[config.mk]
export PLATFORM = sky130hd
export DESIGN_NAME = decode_stage
export DESIGN_NICKNAME = d
export VERILOG_FILES = /design/src/rtl/riscv_pkg.sv /design/src/rtl/register_file.sv /design/src/rtl/decode_stage.sv
export SDC_FILE = /design/constraint.sdc
export NUM_CORES = 2
export LEC_CHECK = 0
export ABC_AREA = 1
export BUFFER_PORTS_ARGS = -buffer_cell sky130_fd_sc_hd__buf_4
export CORE_UTILIZATION = 49
export CTS_CLUSTER_DIAMETER = 150
export DETAILED_ROUTE_END_ITERATION = 8
export PLACE_DENSITY = 0.68
export RECOVER_POWER = 100
export SYNTH_ARGS = -nofsm -noshare
export SYNTH_HDL_FRONTEND = slang
export SYNTH_SLANG_ARGS = --single-unit
[constraint.sdc]
create_clock -name clk -period 41.1 [get_ports clk]
set_input_delay 2.055 -clock clk [delete_from_list [all_inputs] [get_ports clk]]
set_output_delay 2.055 -clock clk [all_outputs]
set_load 0.05 [all_outputs]
[src/rtl/riscv_pkg.sv]
// Shared RV32I decode definitions: opcodes, control encodings and the
// ID/EX pipeline bundle used by decode_stage.
package riscv_pkg;

  localparam logic [6:0] OP_LOAD  = 7'b0000011;
  localparam logic [6:0] OP_STORE = 7'b0100011;
  localparam logic [6:0] OP_RTYPE = 7'b0110011;
  localparam logic [6:0] OP_IALU  = 7'b0010011;
  localparam logic [6:0] OP_BEQ   = 7'b1100011;
  localparam logic [6:0] OP_JAL   = 7'b1101111;

  typedef enum logic [2:0] {
    ALU_ADD = 3'b000,
    ALU_SUB = 3'b001,
    ALU_AND = 3'b010,
    ALU_OR  = 3'b011,
    ALU_SLT = 3'b101
  } alu_ctl_e;

  typedef enum logic [1:0] {
    RES_ALU = 2'b00,
    RES_MEM = 2'b01,
    RES_PC4 = 2'b10
  } res_src_e;

  typedef enum logic [2:0] {
    IMM_NONE = 3'd0,
    IMM_I    = 3'd1,
    IMM_S    = 3'd2,
    IMM_B    = 3'd3,
    IMM_J    = 3'd4
  } imm_src_e;

  typedef struct packed {
    logic     reg_write;
    logic     mem_write;
    logic     jump;
    logic     branch;
    logic     alu_src;
    res_src_e result_src;
    alu_ctl_e alu_ctl;
  } ctrl_t;

  typedef struct packed {
    ctrl_t       ctrl;
    logic [31:0] rd1;
    logic [31:0] rd2;
    logic [31:0] imm;
    logic [31:0] pc;
    logic [31:0] pc4;
    logic [4:0]  rs1;
    logic [4:0]  rs2;
    logic [4:0]  rd;
  } id_ex_t;

  // funct7[5] only selects sub for register-register add
  function automatic alu_ctl_e alu_decode(
    input logic [2:0] funct3,
    input logic       sub_sel
  );
    alu_ctl_e a;
    unique case (funct3)
      3'b000:  a = sub_sel ? ALU_SUB : ALU_ADD;
      3'b010:  a = ALU_SLT;
      3'b110:  a = ALU_OR;
      3'b111:  a = ALU_AND;
      default: a = ALU_ADD;
    endcase
    return a;
  endfunction

endpackage

[src/rtl/register_file.sv]
// 32x32 register file, two async read ports, one write port on clk.
// Ports: clk, reset, we/wa/wd (write), ra1/ra2 -> rd1/rd2. Macro: REGFILE_BYPASS_EN.
module register_file
  import riscv_pkg::*;
(
  input  logic        clk,
  input  logic        reset,
  input  logic        we,
  input  logic [4:0]  wa,
  input  logic [31:0] wd,
  input  logic [4:0]  ra1,
  input  logic [4:0]  ra2,
  output logic [31:0] rd1,
  output logic [31:0] rd2
);

  logic [31:0] regs_q [32];
  logic [31:0] regs_d [32];

  always_comb begin
    for (int i = 0; i < 32; i++) begin
      regs_d[i] = regs_q[i];
    end
    if (we && (wa != 5'd0)) begin
      regs_d[wa] = wd;
    end
  end

  always_ff @(posedge clk or posedge reset) begin
    if (reset) begin
      for (int i = 0; i < 32; i++) begin
        regs_q[i] <= '0;
      end
    end else begin
      for (int i = 0; i < 32; i++) begin
        regs_q[i] <= regs_d[i];
      end
    end
  end

  always_comb begin
    rd1 = (ra1 == 5'd0) ? 32'd0 : regs_q[ra1];
    rd2 = (ra2 == 5'd0) ? 32'd0 : regs_q[ra2];
`ifdef REGFILE_BYPASS_EN
    // forward the in-flight writeback so decode sees the new value
    if (we && (wa != 5'd0) && (wa == ra1)) begin
      rd1 = wd;
    end
    if (we && (wa != 5'd0) && (wa == ra2)) begin
      rd2 = wd;
    end
`endif
  end

endmodule

[src/rtl/decode_stage.sv]
// RV32I decode stage: control decode, immediate extend, regfile, ID/EX reg.
// Ports: D-side instr/PC, W-side writeback, FlushE; E-side registered outputs.
// Macro: REGFILE_BYPASS_EN (write-to-read forwarding in the register file).
module decode_stage
  import riscv_pkg::*;
(
  input  logic        clk,
  input  logic        reset,
  input  logic [31:0] InstrD,
  input  logic [31:0] PCD,
  input  logic [31:0] PCPlus4D,
  input  logic        RegWriteW,
  input  logic [4:0]  RdW,
  input  logic [31:0] ResultW,
  input  logic        FlushE,
  output logic        RegWriteE,
  output logic        MemWriteE,
  output logic        JumpE,
  output logic        BranchE,
  output logic        ALUSrcE,
  output logic [1:0]  ResultSrcE,
  output logic [2:0]  ALUControlE,
  output logic [31:0] RD1E,
  output logic [31:0] RD2E,
  output logic [31:0] ImmExtE,
  output logic [31:0] PCE,
  output logic [31:0] PCPlus4E,
  output logic [4:0]  Rs1E,
  output logic [4:0]  Rs2E,
  output logic [4:0]  RdE,
  output logic [4:0]  Rs1D,
  output logic [4:0]  Rs2D
);

  logic [6:0]  op;
  logic [2:0]  funct3;
  logic [31:0] rd1_d;
  logic [31:0] rd2_d;
  logic [31:0] imm_d;
  ctrl_t       ctrl_d;
  imm_src_e    imm_src_d;
  id_ex_t      id_ex_d;
  id_ex_t      id_ex_q;

  assign op     = InstrD[6:0];
  assign funct3 = InstrD[14:12];
  assign Rs1D   = InstrD[19:15];
  assign Rs2D   = InstrD[24:20];

  register_file u_rf (
    .clk   (clk),
    .reset (reset),
    .we    (RegWriteW),
    .wa    (RdW),
    .wd    (ResultW),
    .ra1   (Rs1D),
    .ra2   (Rs2D),
    .rd1   (rd1_d),
    .rd2   (rd2_d)
  );

  // unknown opcodes fall through with all-zero control: a bubble
  always_comb begin
    ctrl_d    = '0;
    imm_src_d = IMM_NONE;
    unique case (1'b1)
      (op == OP_LOAD): begin
        ctrl_d.reg_write  = 1'b1;
        ctrl_d.alu_src    = 1'b1;
        ctrl_d.result_src = RES_MEM;
        imm_src_d         = IMM_I;
      end
      (op == OP_STORE): begin
        ctrl_d.mem_write = 1'b1;
        ctrl_d.alu_src   = 1'b1;
        imm_src_d        = IMM_S;
      end
      (op == OP_RTYPE): begin
        ctrl_d.reg_write = 1'b1;
        ctrl_d.alu_ctl   = alu_decode(funct3, InstrD[30]);
      end
      (op == OP_IALU): begin
        ctrl_d.reg_write = 1'b1;
        ctrl_d.alu_src   = 1'b1;
        ctrl_d.alu_ctl   = alu_decode(funct3, 1'b0);
        imm_src_d        = IMM_I;
      end
      (op == OP_BEQ): begin
        ctrl_d.branch  = 1'b1;
        ctrl_d.alu_ctl = ALU_SUB;
        imm_src_d      = IMM_B;
      end
      (op == OP_JAL): begin
        ctrl_d.reg_write  = 1'b1;
        ctrl_d.jump       = 1'b1;
        ctrl_d.result_src = RES_PC4;
        imm_src_d         = IMM_J;
      end
      default: begin
        ctrl_d    = '0;
        imm_src_d = IMM_NONE;
      end
    endcase
  end

  always_comb begin
    unique case (imm_src_d)
      IMM_I: imm_d = {{20{InstrD[31]}}, InstrD[31:20]};
      IMM_S: imm_d = {{20{InstrD[31]}}, InstrD[31:25],
                      InstrD[11:7]};
      IMM_B: imm_d = {{20{InstrD[31]}}, InstrD[7],
                      InstrD[30:25], InstrD[11:8], 1'b0};
      IMM_J: imm_d = {{12{InstrD[31]}}, InstrD[19:12],
                      InstrD[20], InstrD[30:21], 1'b0};
      default: imm_d = 32'd0;
    endcase
  end

  always_comb begin
    id_ex_d      = '0;
    if (!FlushE) begin
      id_ex_d.ctrl = ctrl_d;
      id_ex_d.rd1  = rd1_d;
      id_ex_d.rd2  = rd2_d;
      id_ex_d.imm  = imm_d;
      id_ex_d.pc   = PCD;
      id_ex_d.pc4  = PCPlus4D;
      id_ex_d.rs1  = Rs1D;
      id_ex_d.rs2  = Rs2D;
      id_ex_d.rd   = InstrD[11:7];
    end
  end

  always_ff @(posedge clk or posedge reset) begin
    if (reset) begin
      id_ex_q <= '0;
    end else begin
      id_ex_q <= id_ex_d;
    end
  end

  assign RegWriteE   = id_ex_q.ctrl.reg_write;
  assign MemWriteE   = id_ex_q.ctrl.mem_write;
  assign JumpE       = id_ex_q.ctrl.jump;
  assign BranchE     = id_ex_q.ctrl.branch;
  assign ALUSrcE     = id_ex_q.ctrl.alu_src;
  assign ResultSrcE  = id_ex_q.ctrl.result_src;
  assign ALUControlE = id_ex_q.ctrl.alu_ctl;
  assign RD1E        = id_ex_q.rd1;
  assign RD2E        = id_ex_q.rd2;
  assign ImmExtE     = id_ex_q.imm;
  assign PCE         = id_ex_q.pc;
  assign PCPlus4E    = id_ex_q.pc4;
  assign Rs1E        = id_ex_q.rs1;
  assign Rs2E        = id_ex_q.rs2;
  assign RdE         = id_ex_q.rd;

endmodule

==> run metrics <==
post-synthesis register bit count=between 1000 and 1500; synthesized cell area=63330 sq um; CP Launch Type=input port; cts bufs inserted=between 100 and 150; TritonCTS sink count=approximately 1200; core box area=127800 sq um; syn_nets=about 9000; worst hold path class=flop to flop; die area=between 100000 and 150000 sq um; Multi-input gate area=around 27000 sq um; Setup Skew=approximately 20 ps; Placer Congestion=0.8788; setup TNS=0 ps; mux contribution to synthesized area=0%; I/O pin cnt=between 300 and 400; Storage cell area=29950 sq um; Power per Cell Area=slightly below 50 nW/um^2; endpoints failing setup=0; Unique masters post-synth=27; number of buffers added on ports=approximately 330; RSZ-0062 raised after global routing=false; initial drt markers=between 9000 and 10000; area delta synth->final=9.163%; routed via count=62840; worst slew pin tran=between 8000 and 9000 ps; Hold Crit Start=u_rf.regs_q[1002]$_DFFE_PP0P_; worst hold path stage count=0; max_cap viols=slightly below 80; Critical Path RT=approximately 41000 ps; critical path data arrival time=roughly 18000 ps; Crit Path Max Fanout=156; Slew Limit Headroom=-456.4%; Total Wirelength=approximately 240 mm; total grt overflow=0; first-pass GRT wire length=366.8 mm; Post-Synthesis Cells=between 8000 and 9000; Avg WL per Cell=between 20 and 25 microns; R2R Setup Slk=approximately 40000 ps; via-per-instance ratio=6.030; # rows=131; xor/xnor share of the synthesized area=0%; Fin Hold WS=approximately 410 ps; Fmax=approximately 55 MHz; width of the chip=roughly 360 microns; Post-Synth Simple-Gate Area=roughly 30%; H-tree depth=4; clk slew on worst S/H paths=60 ps; die height=361.5 microns; routed length on met1=approximately 96 mm; critical path class=input port to asynchronous set/reset pin; outcome=finished, violations left; failing checks=max-capacitance violations, max-slew violations; post-synthesis sequential area ratio=roughly 47%; Final period util=between 40% and 50%; DRC violations left=0; layout cells sized above 1=about 4.9%; post-CTS sizing=0; top sig layer=met5; leakage dissipation=~33 nW; dpl hpwl=between 100 and 150 mm; 1st-pass router iterations=7; compound-cell area share of the yosys netlist=13.24%; area post-placement=between 60000 and 70000 sq um; met2 wire length=roughly 100 mm; Worst R2R End=RD2E[1]$_DFF_PP0_; GR Util All Layers=between 30% and 40%; Worst Hold End=u_rf.regs_q[1002]$_DFFE_PP0P_; antenna-violating nets left=0; vias in the first global route=58334; Max Root-Sink Buffers=3; synth warn=0; fill count=between 10000 and 15000; Worst-Skew Late Latency=~790 ps; root buf cell=clkbuf_16; Tot Pwr=roughly 3.4 mW; crit path time final=about 18000 ps; largest family of logic cells by synthesized area=simple AND/OR/NAND/NOR gates; Worst R2R Path Depth=8; Critical Path Sink Type=asynchronous set/reset pin; initial antenna violation count=16; post-CTS setup buffer count=0; Hold Buf Count CTS=0; Met3 Wirelength=32.44 mm; adder-cell area share of the yosys netlist=0%; Initial Util=between 40% and 50%; peak supply drop=~0.054 mV; reg2reg start=u_rf.regs_q[545]$_DFFE_PP0P_; Max Slew Vio Count=between 4000 and 5000; fin area=69130 sq um; fin nets=~9000; Fin. Hold Viols=0; post-synthesis average cell area=just over 7 sq um; CTS tree=yes; pin count of the biggest net entering global routing=roughly 220
-- layout make-up --
type,count,share of cell area (%)
Inverter,736,4.050
Multi-Input combinational cell,6149,39.72
Clock inverter,45,0.6027
Timing Repair Buffer,424,3.374
Tap cell,1662,3.008
Sequential cell,1197,43.33
Clock buffer,197,5.877
Antenna cell,12,0.04344
-- worst max path at each step --
stage | slack, ps | endpoint | startpoint | cells past startpoint
CTS | 35360 | u_rf.regs_q[67]$_DFFE_PP0P_ | reset | 6
finish | 22980 | RD2E[0]$_DFF_PP0_ | reset | 5
detailed placement | 34530 | u_rf.regs_q[446]$_DFFE_PP0P_ | reset | 6
global route | 19940 | u_rf.regs_q[32]$_DFFE_PP0P_ | reset | 5
global placement | 34550 | u_rf.regs_q[446]$_DFFE_PP0P_ | reset | 6
floorplan | 5320 | ALUControlE[0]$_DFF_PP0_ | reset | 1
-- sequential cells by signal, indices dropped and copies added (netlist names), 3 cells and up --
register     count
u_rf.regs_q   1024
PCE             32
PCPlus4E        32
RD1E            32
RD2E            32
ImmExtE         21
RdE              5
Rs1E             5
Rs2E             5
ALUControlE      3
-- critical path: stages --
cell and delay [ps]:
clkbuf_4 110, clkinvlp_2 3370, clkbuf_1 2870, clkbuf_1 6030, clkbuf_1 3300
-- through the flow --
stage | util, % | cells | worst slack (ps)
finish | 54.08 | 10422 | 22980
global placement | 51.50 | 10168 | 34550
floorplan | - | 8871 | 5323
detailed placement | 51.50 | 10168 | 34530
CTS | 55.01 | 10410 | 35360
global route | 54.05 | 10411 | 19940
-- cells in the final DEF, fill, tap and decap left out, types with 4 or more instances in the layout --
cell,instances
nand2_1,2967
nand3_1,1236
dfrtp_1,1197
o21ai_0,1103
inv_1,720
nor2_1,378
o211ai_1,302
clkbuf_1,279
buf_4,163
clkbuf_16,144
a21oi_1,95
clkbuf_8,26
or2_2,24
clkinv_2,23
o21ai_1,13
diode_2,12
nor3_1,8
clkinv_4,8
buf_12,7
clkinvlp_4,5
clkinv_1,4
inv_8,4
clkinvlp_2,4
a22oi_1,4
inv_6,4
bufinv_16,4
-- layer usage --
layer	vias up	GRT usage [%]
met5	-	0
met4	12	17.32
met3	805	8.882
met2	4283	55.26
met1	29751	50.47
li1	27989	-
-- logic make-up after synthesis --
kind of cell | after synthesis
AO/OA/AOI/OAI | 1521
buffers and inverters | 1525
flip-flops | 1197
AND/OR/NAND/NOR | 4628
-- synthesized netlist by cell type --
| library cell | count | share of area (%) |
|---|---|---|
| a21oi_1 | 95 | 0.75 |
| a22oi_1 | 4 | 0.047 |
| a31oi_1 | 1 | 0.0099 |
| buf_1 | 87 | 0.52 |
| buf_2 | 92 | 0.73 |
| buf_4 | 22 | 0.26 |
| clkbuf_1 | 588 | 3.5 |
| clkinv_1 | 3 | 0.018 |
| dfrtp_1 | 1197 | 47 |
| inv_1 | 724 | 4.3 |
| inv_2 | 9 | 0.053 |
| nand2_1 | 2969 | 18 |
| nand3_1 | 1236 | 9.8 |
| nand4_1 | 3 | 0.030 |
| nor2_1 | 374 | 2.2 |
| nor2_2 | 8 | 0.079 |
| nor3_1 | 4 | 0.032 |
| nor3_2 | 7 | 0.11 |
| nor3b_1 | 1 | 0.012 |
| nor4_1 | 1 | 0.0099 |
| nor4_2 | 1 | 0.020 |
| o2111ai_1 | 1 | 0.014 |
| o211ai_1 | 302 | 3.6 |
| o21ai_0 | 1048 | 8.3 |
| o21ai_1 | 68 | 0.54 |
| o22ai_1 | 2 | 0.020 |
| or2_2 | 24 | 0.24 |
-- power breakdown --
| group | switching (mW) | total, mW | internal, mW |
|---|---|---|---|
| Sequential | 0.137 | 1.52 | 1.39 |
| Clock | 0.520 | 1.23 | 0.713 |
| Combinational | 0.443 | 0.661 | 0.217 |
| Total | 1.10 | 3.42 | 2.32 |
Power figures use the tool's default switching activity.
